[config.mk]
export PLATFORM = sky130hd
export DESIGN_NAME = vga_raster_gen_flat
export DESIGN_NICKNAME = d
export VERILOG_FILES = /design/src/rtl/vga_raster_if.sv /design/src/rtl/vga_raster_gen.sv /design/src/flat_wrapper.sv
export SDC_FILE = /design/constraint.sdc
export NUM_CORES = 1
export LEC_CHECK = 0
export ABC_AREA = 1
export CELL_PAD_IN_SITES_DETAIL_PLACEMENT = 1
export CELL_PAD_IN_SITES_GLOBAL_PLACEMENT = 1
export CORE_MARGIN = 4
export CORE_UTILIZATION = 30
export CTS_CLUSTER_SIZE = 10
export DETAILED_ROUTE_END_ITERATION = 10
export PLACE_DENSITY_LB_ADDON = 0.05
export REMOVE_ABC_BUFFERS = 1
export SYNTH_ARGS = -nofsm -noshare
export SYNTH_HDL_FRONTEND = slang
export SYNTH_SLANG_ARGS = --single-unit
export TNS_END_PERCENT = 20
[constraint.sdc]
create_clock -name clk -period 1.6 [get_ports clk]
set_input_delay 0.16 -clock clk [delete_from_list [all_inputs] [get_ports clk]]
set_output_delay 0.16 -clock clk [all_outputs]
set_load 0.02 [all_outputs]
[src/rtl/vga_raster_if.sv]
// vga_raster_if: raster coordinates out, final pixel colour back, VGA pins out
interface vga_raster_if;
  logic [10:0] pixelX;
  logic [10:0] pixelY;
  logic        startOfFrame;
  logic [7:0]  RGBin;
  logic [3:0]  vgaR;
  logic [3:0]  vgaG;
  logic [3:0]  vgaB;
  logic        hsync;
  logic        vsync;
  logic        blankN;
  modport master (output pixelX, pixelY, startOfFrame, vgaR, vgaG, vgaB, hsync, vsync, blankN,
                  input RGBin);
  modport slave  (input pixelX, pixelY, startOfFrame, vgaR, vgaG, vgaB, hsync, vsync, blankN,
                  output RGBin);
endinterface

[src/rtl/vga_raster_gen.sv]
// vga_raster_gen: raster counters, delayed sync/blank and 4-4-4 DAC stage (VGA_BORDER_EN adds a white border)
module vga_raster_gen #(
  parameter int H_ACTIVE   = 640,
  parameter int H_FP       = 16,
  parameter int H_SYNC     = 96,
  parameter int H_BP       = 48,
  parameter int V_ACTIVE   = 480,
  parameter int V_FP       = 10,
  parameter int V_SYNC     = 2,
  parameter int V_BP       = 33,
  parameter int PIPE_DELAY = 1,
  parameter bit SYNC_ACT   = 1'b0
) (
  input  logic          clk,
  input  logic          reset,
  vga_raster_if.master  vif
);
  localparam logic [10:0] X_LAST = 11'(H_ACTIVE + H_FP + H_SYNC + H_BP - 1);
  localparam logic [10:0] Y_LAST = 11'(V_ACTIVE + V_FP + V_SYNC + V_BP - 1);
  localparam logic [10:0] HA     = 11'(H_ACTIVE);
  localparam logic [10:0] HA1    = 11'(H_ACTIVE - 1);
  localparam logic [10:0] HS0    = 11'(H_ACTIVE + H_FP);
  localparam logic [10:0] HS1    = 11'(H_ACTIVE + H_FP + H_SYNC);
  localparam logic [10:0] VA     = 11'(V_ACTIVE);
  localparam logic [10:0] VA1    = 11'(V_ACTIVE - 1);
  localparam logic [10:0] VS0    = 11'(V_ACTIVE + V_FP);
  localparam logic [10:0] VS1    = 11'(V_ACTIVE + V_FP + V_SYNC);
`ifdef VGA_BORDER_EN
  localparam int TW = 4;
`else
  localparam int TW = 3;
`endif
  logic [10:0]   x_q, x_d, y_q, y_d;
  logic          sof_q, sof_d;
  logic          act_r, hs_r, vs_r, brd;
  logic [TW-1:0] raw, dly;
  logic          blank_q, blank_d, hs_q, hs_d, vs_q, vs_d;
  logic [3:0]    r_q, r_d, g_q, g_d, b_q, b_d;
  // counters wrap only at the end of line / end of frame; SOF flags the (0,0) pixel
  always_comb begin
    x_d   = x_q == X_LAST ? 11'd0 : x_q + 11'd1;
    y_d   = x_q != X_LAST ? y_q : (y_q == Y_LAST ? 11'd0 : y_q + 11'd1);
    sof_d = x_d == 11'd0 && y_d == 11'd0;
  end
  // raw timing decode of the current coordinates
  always_comb begin
    act_r = x_q < HA && y_q < VA;
    hs_r  = x_q >= HS0 && x_q < HS1;
    vs_r  = y_q >= VS0 && y_q < VS1;
  end
`ifdef VGA_BORDER_EN
  assign raw = {act_r, hs_r, vs_r, x_q == 11'd0 || x_q == HA1 || y_q == 11'd0 || y_q == VA1};
  assign brd = dly[0];
`else
  assign raw = {act_r, hs_r, vs_r};
  assign brd = 1'b0;
`endif
  if (PIPE_DELAY == 0) begin : g_nodly
    assign dly = raw;
  end else begin : g_dly
    logic [PIPE_DELAY*TW-1:0] sh_q, sh_d;
    // shift the timing tuple to match the object/mux latency of RGBin
    always_comb sh_d = (PIPE_DELAY*TW)'({sh_q, raw});
    // delay line clears to inactive on reset
    always_ff @(posedge clk)
      if (reset) sh_q <= '0;
      else sh_q <= sh_d;
    assign dly = sh_q[PIPE_DELAY*TW-1 -: TW];
  end
  // output stage: sync polarity, blanking and RRRGGGBB -> 4-4-4 bit replication
  always_comb begin
    blank_d = dly[TW-1];
    hs_d    = dly[TW-2] ? SYNC_ACT : !SYNC_ACT;
    vs_d    = dly[TW-3] ? SYNC_ACT : !SYNC_ACT;
    r_d     = !dly[TW-1] ? 4'h0 : brd ? 4'hF : {vif.RGBin[7:5], vif.RGBin[7]};
    g_d     = !dly[TW-1] ? 4'h0 : brd ? 4'hF : {vif.RGBin[4:2], vif.RGBin[4]};
    b_d     = !dly[TW-1] ? 4'h0 : brd ? 4'hF : {vif.RGBin[1:0], vif.RGBin[1:0]};
  end
  // all outputs registered; reset parks counters on the last pixel so release starts at (0,0)
  always_ff @(posedge clk)
    if (reset) begin
      x_q     <= X_LAST;
      y_q     <= Y_LAST;
      sof_q   <= 1'b0;
      blank_q <= 1'b0;
      hs_q    <= !SYNC_ACT;
      vs_q    <= !SYNC_ACT;
      r_q     <= 4'h0;
      g_q     <= 4'h0;
      b_q     <= 4'h0;
    end else begin
      x_q     <= x_d;
      y_q     <= y_d;
      sof_q   <= sof_d;
      blank_q <= blank_d;
      hs_q    <= hs_d;
      vs_q    <= vs_d;
      r_q     <= r_d;
      g_q     <= g_d;
      b_q     <= b_d;
    end
  assign vif.pixelX       = x_q;
  assign vif.pixelY       = y_q;
  assign vif.startOfFrame = sof_q;
  assign vif.blankN       = blank_q;
  assign vif.hsync        = hs_q;
  assign vif.vsync        = vs_q;
  assign vif.vgaR         = r_q;
  assign vif.vgaG         = g_q;
  assign vif.vgaB         = b_q;
endmodule
[src/flat_wrapper.sv]
// flat-port wrapper written by rule: the top's interface ports become plain ports
module vga_raster_gen_flat 
#(
  parameter int H_ACTIVE   = 640,
  parameter int H_FP       = 16,
  parameter int H_SYNC     = 96,
  parameter int H_BP       = 48,
  parameter int V_ACTIVE   = 480,
  parameter int V_FP       = 10,
  parameter int V_SYNC     = 2,
  parameter int V_BP       = 33,
  parameter int PIPE_DELAY = 1,
  parameter bit SYNC_ACT   = 1'b0
)
  (clk, reset, vif_pixelX, vif_pixelY, vif_startOfFrame, vif_vgaR, vif_vgaG, vif_vgaB, vif_hsync, vif_vsync, vif_blankN, vif_RGBin);
  vga_raster_if vif_i ();
  input  logic clk;
  input  logic reset;
  output wire logic [$bits(vif_i.pixelX)-1:0] vif_pixelX;
  output wire logic [$bits(vif_i.pixelY)-1:0] vif_pixelY;
  output wire logic [$bits(vif_i.startOfFrame)-1:0] vif_startOfFrame;
  output wire logic [$bits(vif_i.vgaR)-1:0] vif_vgaR;
  output wire logic [$bits(vif_i.vgaG)-1:0] vif_vgaG;
  output wire logic [$bits(vif_i.vgaB)-1:0] vif_vgaB;
  output wire logic [$bits(vif_i.hsync)-1:0] vif_hsync;
  output wire logic [$bits(vif_i.vsync)-1:0] vif_vsync;
  output wire logic [$bits(vif_i.blankN)-1:0] vif_blankN;
  input wire logic [$bits(vif_i.RGBin)-1:0] vif_RGBin;
  assign vif_pixelX = vif_i.pixelX;
  assign vif_pixelY = vif_i.pixelY;
  assign vif_startOfFrame = vif_i.startOfFrame;
  assign vif_vgaR = vif_i.vgaR;
  assign vif_vgaG = vif_i.vgaG;
  assign vif_vgaB = vif_i.vgaB;
  assign vif_hsync = vif_i.hsync;
  assign vif_vsync = vif_i.vsync;
  assign vif_blankN = vif_i.blankN;
  assign vif_i.RGBin = vif_RGBin;
  vga_raster_gen #(.H_ACTIVE(H_ACTIVE), .H_FP(H_FP), .H_SYNC(H_SYNC), .H_BP(H_BP), .V_ACTIVE(V_ACTIVE), .V_FP(V_FP), .V_SYNC(V_SYNC), .V_BP(V_BP), .PIPE_DELAY(PIPE_DELAY), .SYNC_ACT(SYNC_ACT)) u_core (.clk(clk), .reset(reset), .vif(vif_i));
endmodule
-- Word-level counts from Yosys, hierarchy flattened
Index checks and enable logic that the tools add are counted.
- register bits after elaboration: 41
- input port bits: 10
- word-level logic and storage cells: 34
- add/sub/neg operators: 2
- order comparisons: 6
- eq/ne operators: 3
- multiplexer cells: 5
- bitwise operators: 1
- reductions and logical operators: 7
- operator list (operator ; count):
    $mux W11 ; 3
    $add A11 B1 Y11 const B ; 2
    $eq A11 B10 Y1 const B ; 2
    $logic_not A11 Y1 ; 2
    $lt A11 B10 Y1 const B ; 2
    $lt A11 B9 Y1 const B ; 2
    $ge A11 B10 Y1 const B ; 1
    $ge A11 B9 Y1 const B ; 1
    $ne A11 B10 Y1 const B ; 1
    $logic_and A1 B1 Y1 ; 4
    $mux W1 ; 2
    $reduce_or A2 Y1 ; 1
    $not A1 Y1 ; 1

-- Longest topological paths before layout
- depth in word-level cells: 5
- mapped depth: 12
- mapped depth without buffers: 12

-- Worst setup path after synthesis
OpenSTA, ideal clock, no wires.
- kind: reg2reg
- from: register u_core.x_q[0] (netlist: u_core.vif.pixelX[0])
- to: register u_core.sof_q (netlist: u_core.vif.startOfFrame)
- arrival: 1.562 ns
- path slack: -0.074 ns
- stages on the path, launching flop included: 11
- path buffers: 0
- clock period less this slack: 1.674 ns
- path through: dfxtp_1 ha_1 nand2_2 nor2_8 nand3_1 nor2_2 nand3_1 nand3_1 nor2_1 nand3_1 nor2_1
- longest elaborated chain between the ends: 4
- elaborated cells on any way between the ends: 8
- those cells by class: 1 x add/sub; 2 x eq/ne; 2 x mux; 3 x reduce/logical
- ends and longest elaborated chain (what ; line ; RTL):
    from (decl) ; vga_raster_gen.sv:33 ; logic [10:0] x_q, x_d, y_q, y_d;
    from (signal assigned) ; vga_raster_gen.sv:82 ; x_q <= X_LAST;
    from (signal assigned) ; vga_raster_gen.sv:92 ; x_q <= x_d;
    $add A11 B1 Y11 (tied with other cells) ; vga_raster_gen.sv:41 ; x_d = x_q == X_LAST ? 11'd0 : x_q + 11'd1;
    $mux W11 (on tied branches) ; vga_raster_gen.sv:41, vga_raster_gen.sv:42 ;
    $logic_not A11 Y1 ; vga_raster_gen.sv:43 ; sof_d = x_d == 11'd0 && y_d == 11'd0;
    $logic_and A1 B1 Y1 * ; vga_raster_gen.sv:43 ;
    to (signal assigned) ; vga_raster_gen.sv:84 ; sof_q <= 1'b0;
    to (signal assigned) ; vga_raster_gen.sv:94 ; sof_q <= sof_d;
    to (decl) ; vga_raster_gen.sv:34 ; logic sof_q, sof_d;
Mark *: on every way between the ends. The rest lies on a longest branch, timed or not.
A chain may end at the register's enable or synchronous reset.

-- Final worst setup path
Ends and elaborated chain as after synthesis.

==> key figures <==
Timing
  – Crit path setup slack, layout: -0.148 ns
  – Rel. slew slack: 78.7%
  – Unrepaired setup endpoints after global routing: yes
  – Clock Skews: roughly 0.0045 ns
  – Final Hold Viols: 0
  – Sum Neg Setup Slack: -0.148 ns
  – Final setup vio count: 1
  – Final Max Slew Viols: 0
  – Final min period: between 1.5 and 2 ns
  – Final period util: 109%
  – Fmax: 0.572 GHz
  – Worst slew pin tran: around 0.31 ns

Clock network
  – Clk root buf: clkbuf_8
  – Clk_lat worst skew: between 0.2 and 0.3 ns
  – CTS sink count: 37
  – Reg clk slew, reported paths: ~0.080 ns
  – CTS Hold Bufs: 0
  – CTS max path bufs: 2
  – Total CTS buffers: 5
  – CTS tree: done
  – # H-tree levels: 2

Worst setup path
  – Crit path capture: u_core.vif.startOfFrame
  – Critical setup path kind: register to register
  – FF-to-FF Start: u_core.vif.pixelX[0]
  – Crit path max fanout: 6
  – Reg2Reg Capture Point: u_core.vif.startOfFrame
  – R2R depth: 12
  – CP endpoint kind: register
  – R2R setup slack: -0.15 ns
  – Worst setup SP type: register
  – Worst EP required: about 1.8 ns
  – Worst setup path startpoint: u_core.vif.pixelX[0]
  – CP arrival: about 1.9 ns

Finish
  – Final core occ: just under 50%
  – Share of cells above drive strength 1: between 20% and 30%
  – Non-filler instance count after layout: 480
  – Area Growth Syn to Fin: 56.8%
  – Filler Cells Inserted: slightly above 800
  – Nets: just over 400
  – N_diodes: 0

Yosys
  – Cell variety after synth: 24
  – Largest area contributor in the synthesized netlist: dfxtp_1
  – Synthesized area: between 1500 and 2000 um^2
  – Area contributors post-synth: dfxtp_1 (38%), nand2_1 (17%), nor2_1 (11%)
  – Number of synthesized flops with an enable pin: 0
  – Asr flop ratio synth: 0%
  – Most frequent cell after synthesis: nand2_1
  – Most instantiated cells after synthesis: nand2_1 (90), nor2_1 (58), dfxtp_1 (37)
  – Primary FF master, synth: dfxtp_1
  – Synth warnings: 0
  – Seq/Total Area, Yosys: a little under two fifths
  – Avg Inst Size Synth: ~6.4 um^2
  – Cells after Synth: 307
  – Area fraction of the dominant cell type after synthesis: a little under two fifths
  – Yosys reg bits: 37

Floorplan
  – Initial core utilization: between 30% and 40%
  – Num rows: 29
  – Core area: between 6000 and 7000 um^2
  – Die Y: between 80 and 90 um
  – Die X: slightly below 90 um
  – Die area: 7890 um^2
  – Num ports: between 40 and 50

GRT
  – Largest net degree at the start of global routing: 14
  – Vias in the first global route: between 2k and 2.5k
  – Gr usage total: between 10% and 20%
  – Total gr overflow: 0
  – Antenna violations before repair: 0
  – First-pass GRT wire length: 11400 um

Placement
  – DP HPWL: 5520 um
  – Buffers on Ports: between 40 and 50
  – Routability cong.: 0.852
  – Placed cells: between 400 and 500

Route
  – DR DRC count: 0
  – Final wirelength: 6980 um
  – Drt wl/cell: about 15 um
  – Initial DRC Count: between 90 and 100
  – Drt via density: 4.78
  – Routed Antenna Nets: 0
  – Drt pass-1 iters: 4
  – Via count: approximately 2.3k

Power
  – Power Total: 5.07 mW
  – Peak supply drop: around 0.84 mV
  – PwrDens: between 1500 and 2000 nW/um^2
  – Leakage: roughly 1.5 nW

Worst hold path
  – Hold Startpoint: u_core.dly[0]
  – Worst Hold Class: register to register

Outcome
  – Failing checks: setup timing
  – Status: finished, violations left

Run
  – Max-cap violations: 0
==> cell families after synthesis <==
kind of cell | synth area share [%]
adder cells (fa/ha/maj) | 1.91
AO/OA/AOI/OAI | 4.28
buffers and inverters | 9.76
flip-flops | 37.8
AND/OR/NAND/NOR | 46.3
==> critical path, stage by stage, from the launching register on <==
cell and delay, ns:
dfxtp_2 0.36, ha_4 0.14, buf_6 0.11, nand2_8 0.05
nor2_8 0.15, buf_4 0.14, nand3_2 0.08, nor2_4 0.20
nand3_1 0.14, nand2_1 0.10, nor2_2 0.04, nand3_1 0.07
nor2_1 0.04
==> flip-flops by register name, indices dropped and copies added (netlist names) <==
signal,cells
u_core.vif.startOfFrame,1
u_core.vif.vgaR,3
u_core.vif.hsync,1
u_core.dly,3
u_core.vif.vsync,1
u_core.vif.blankN,1
u_core.vif.vgaG,3
u_core.vif.vgaB,2
u_core.vif.pixelX,11
u_core.vif.pixelY,11
==> per-layer routing <==
| metal | up-vias | wire length [um] | global-route usage, % |
|---|---|---|---|
| met5 | - | 0 | 0 |
| met4 | 0 | 50 | 4.81 |
| met3 | 8 | 315 | 3.26 |
| met2 | 51 | 3390 | 32.3 |
| met1 | 1086 | 3220 | 24.2 |
| li1 | 1148 | - | - |
==> worst min-delay path by stage <==
stage / endpoint / slack (ns) / cells after the start
after global routing: u_core.vif.vgaB[2] / 0.39 / 3
after detailed placement: u_core.vif.vsync / 0.36 / 1
after CTS: u_core.vif.vsync / 0.38 / 1
after floorplan: u_core.vif.pixelY[1] / 0.23 / 1
final: u_core.vif.vsync / 0.38 / 1
after global placement: u_core.vif.vsync / 0.36 / 1
==> final cells by class <==
cell class | count | area (um^2) | area share [%]
Clock buffer | 5 | 68.8 | 2.24
Clock inverter | 3 | 46.3 | 1.51
Inverter | 37 | 139 | 4.52
Multi-Input combinational cell | 224 | 1100 | 35.9
Sequential cell | 37 | 753 | 24.5
Tap cell | 77 | 96.3 | 3.13
Timing Repair Buffer | 97 | 868 | 28.2
==> cells in the final DEF, fill, tap and decap left out <==
master	instances
nand2_1	88
nor2_1	53
buf_4	47
inv_1	36
clkdlybuf4s50_1	32
nand3_1	30
dfxtp_1	29
o21ai_0	8
dlymetal6s2s_1	8
nor2_2	7
dlygate4sd2_1	7
dfxtp_2	7
nand4_1	6
a21oi_1	6
clkbuf_8	5
nor2_4	3
nand2_2	3
nor3_1	3
nand3_2	3
buf_6	3
nand3b_1	2
ha_1	2
nand2_8	1
nor2_8	1
inv_2	1
nand4_4	1
or2_2	1
nand2_4	1
a2111oi_0	1
o21ai_1	1
nor3_2	1
nor4_1	1
ha_4	1
clkinvlp_4	1
clkinv_4	1
bufinv_16	1
dfxtp_4	1
==> stage by stage <==
| step | area, um^2 | hold WS (ns) | setup slack [ns] |
|---|---|---|---|
| final | 3070 | 0.375 | -0.148 |
| after global routing | 3070 | 0.394 | -0.260 |
| after CTS | 2980 | 0.380 | -0.150 |
| after detailed placement | 2780 | 0.361 | -0.282 |
| after global placement | 2780 | 0.355 | -0.255 |
| after floorplan | 1910 | 0.229 | -0.0738 |
==> where the power goes <==
part	switching (mW)	internal, mW
Sequential	0.185	1.08
Clock	0.364	0.467
Combinational	1.67	1.30
Total	2.22	2.85
==> timing repair <==
action | 4_1_cts | 5_1_grt
buffers inserted | 4 | 6
setup endpoints to repair | 17 | 17
cloned | 0 | 0
hold endpoints to repair | 0 | 0
pin swaps | 11 | 15
resized for setup | 23 | 22
(Power assumes the default switching activity.)
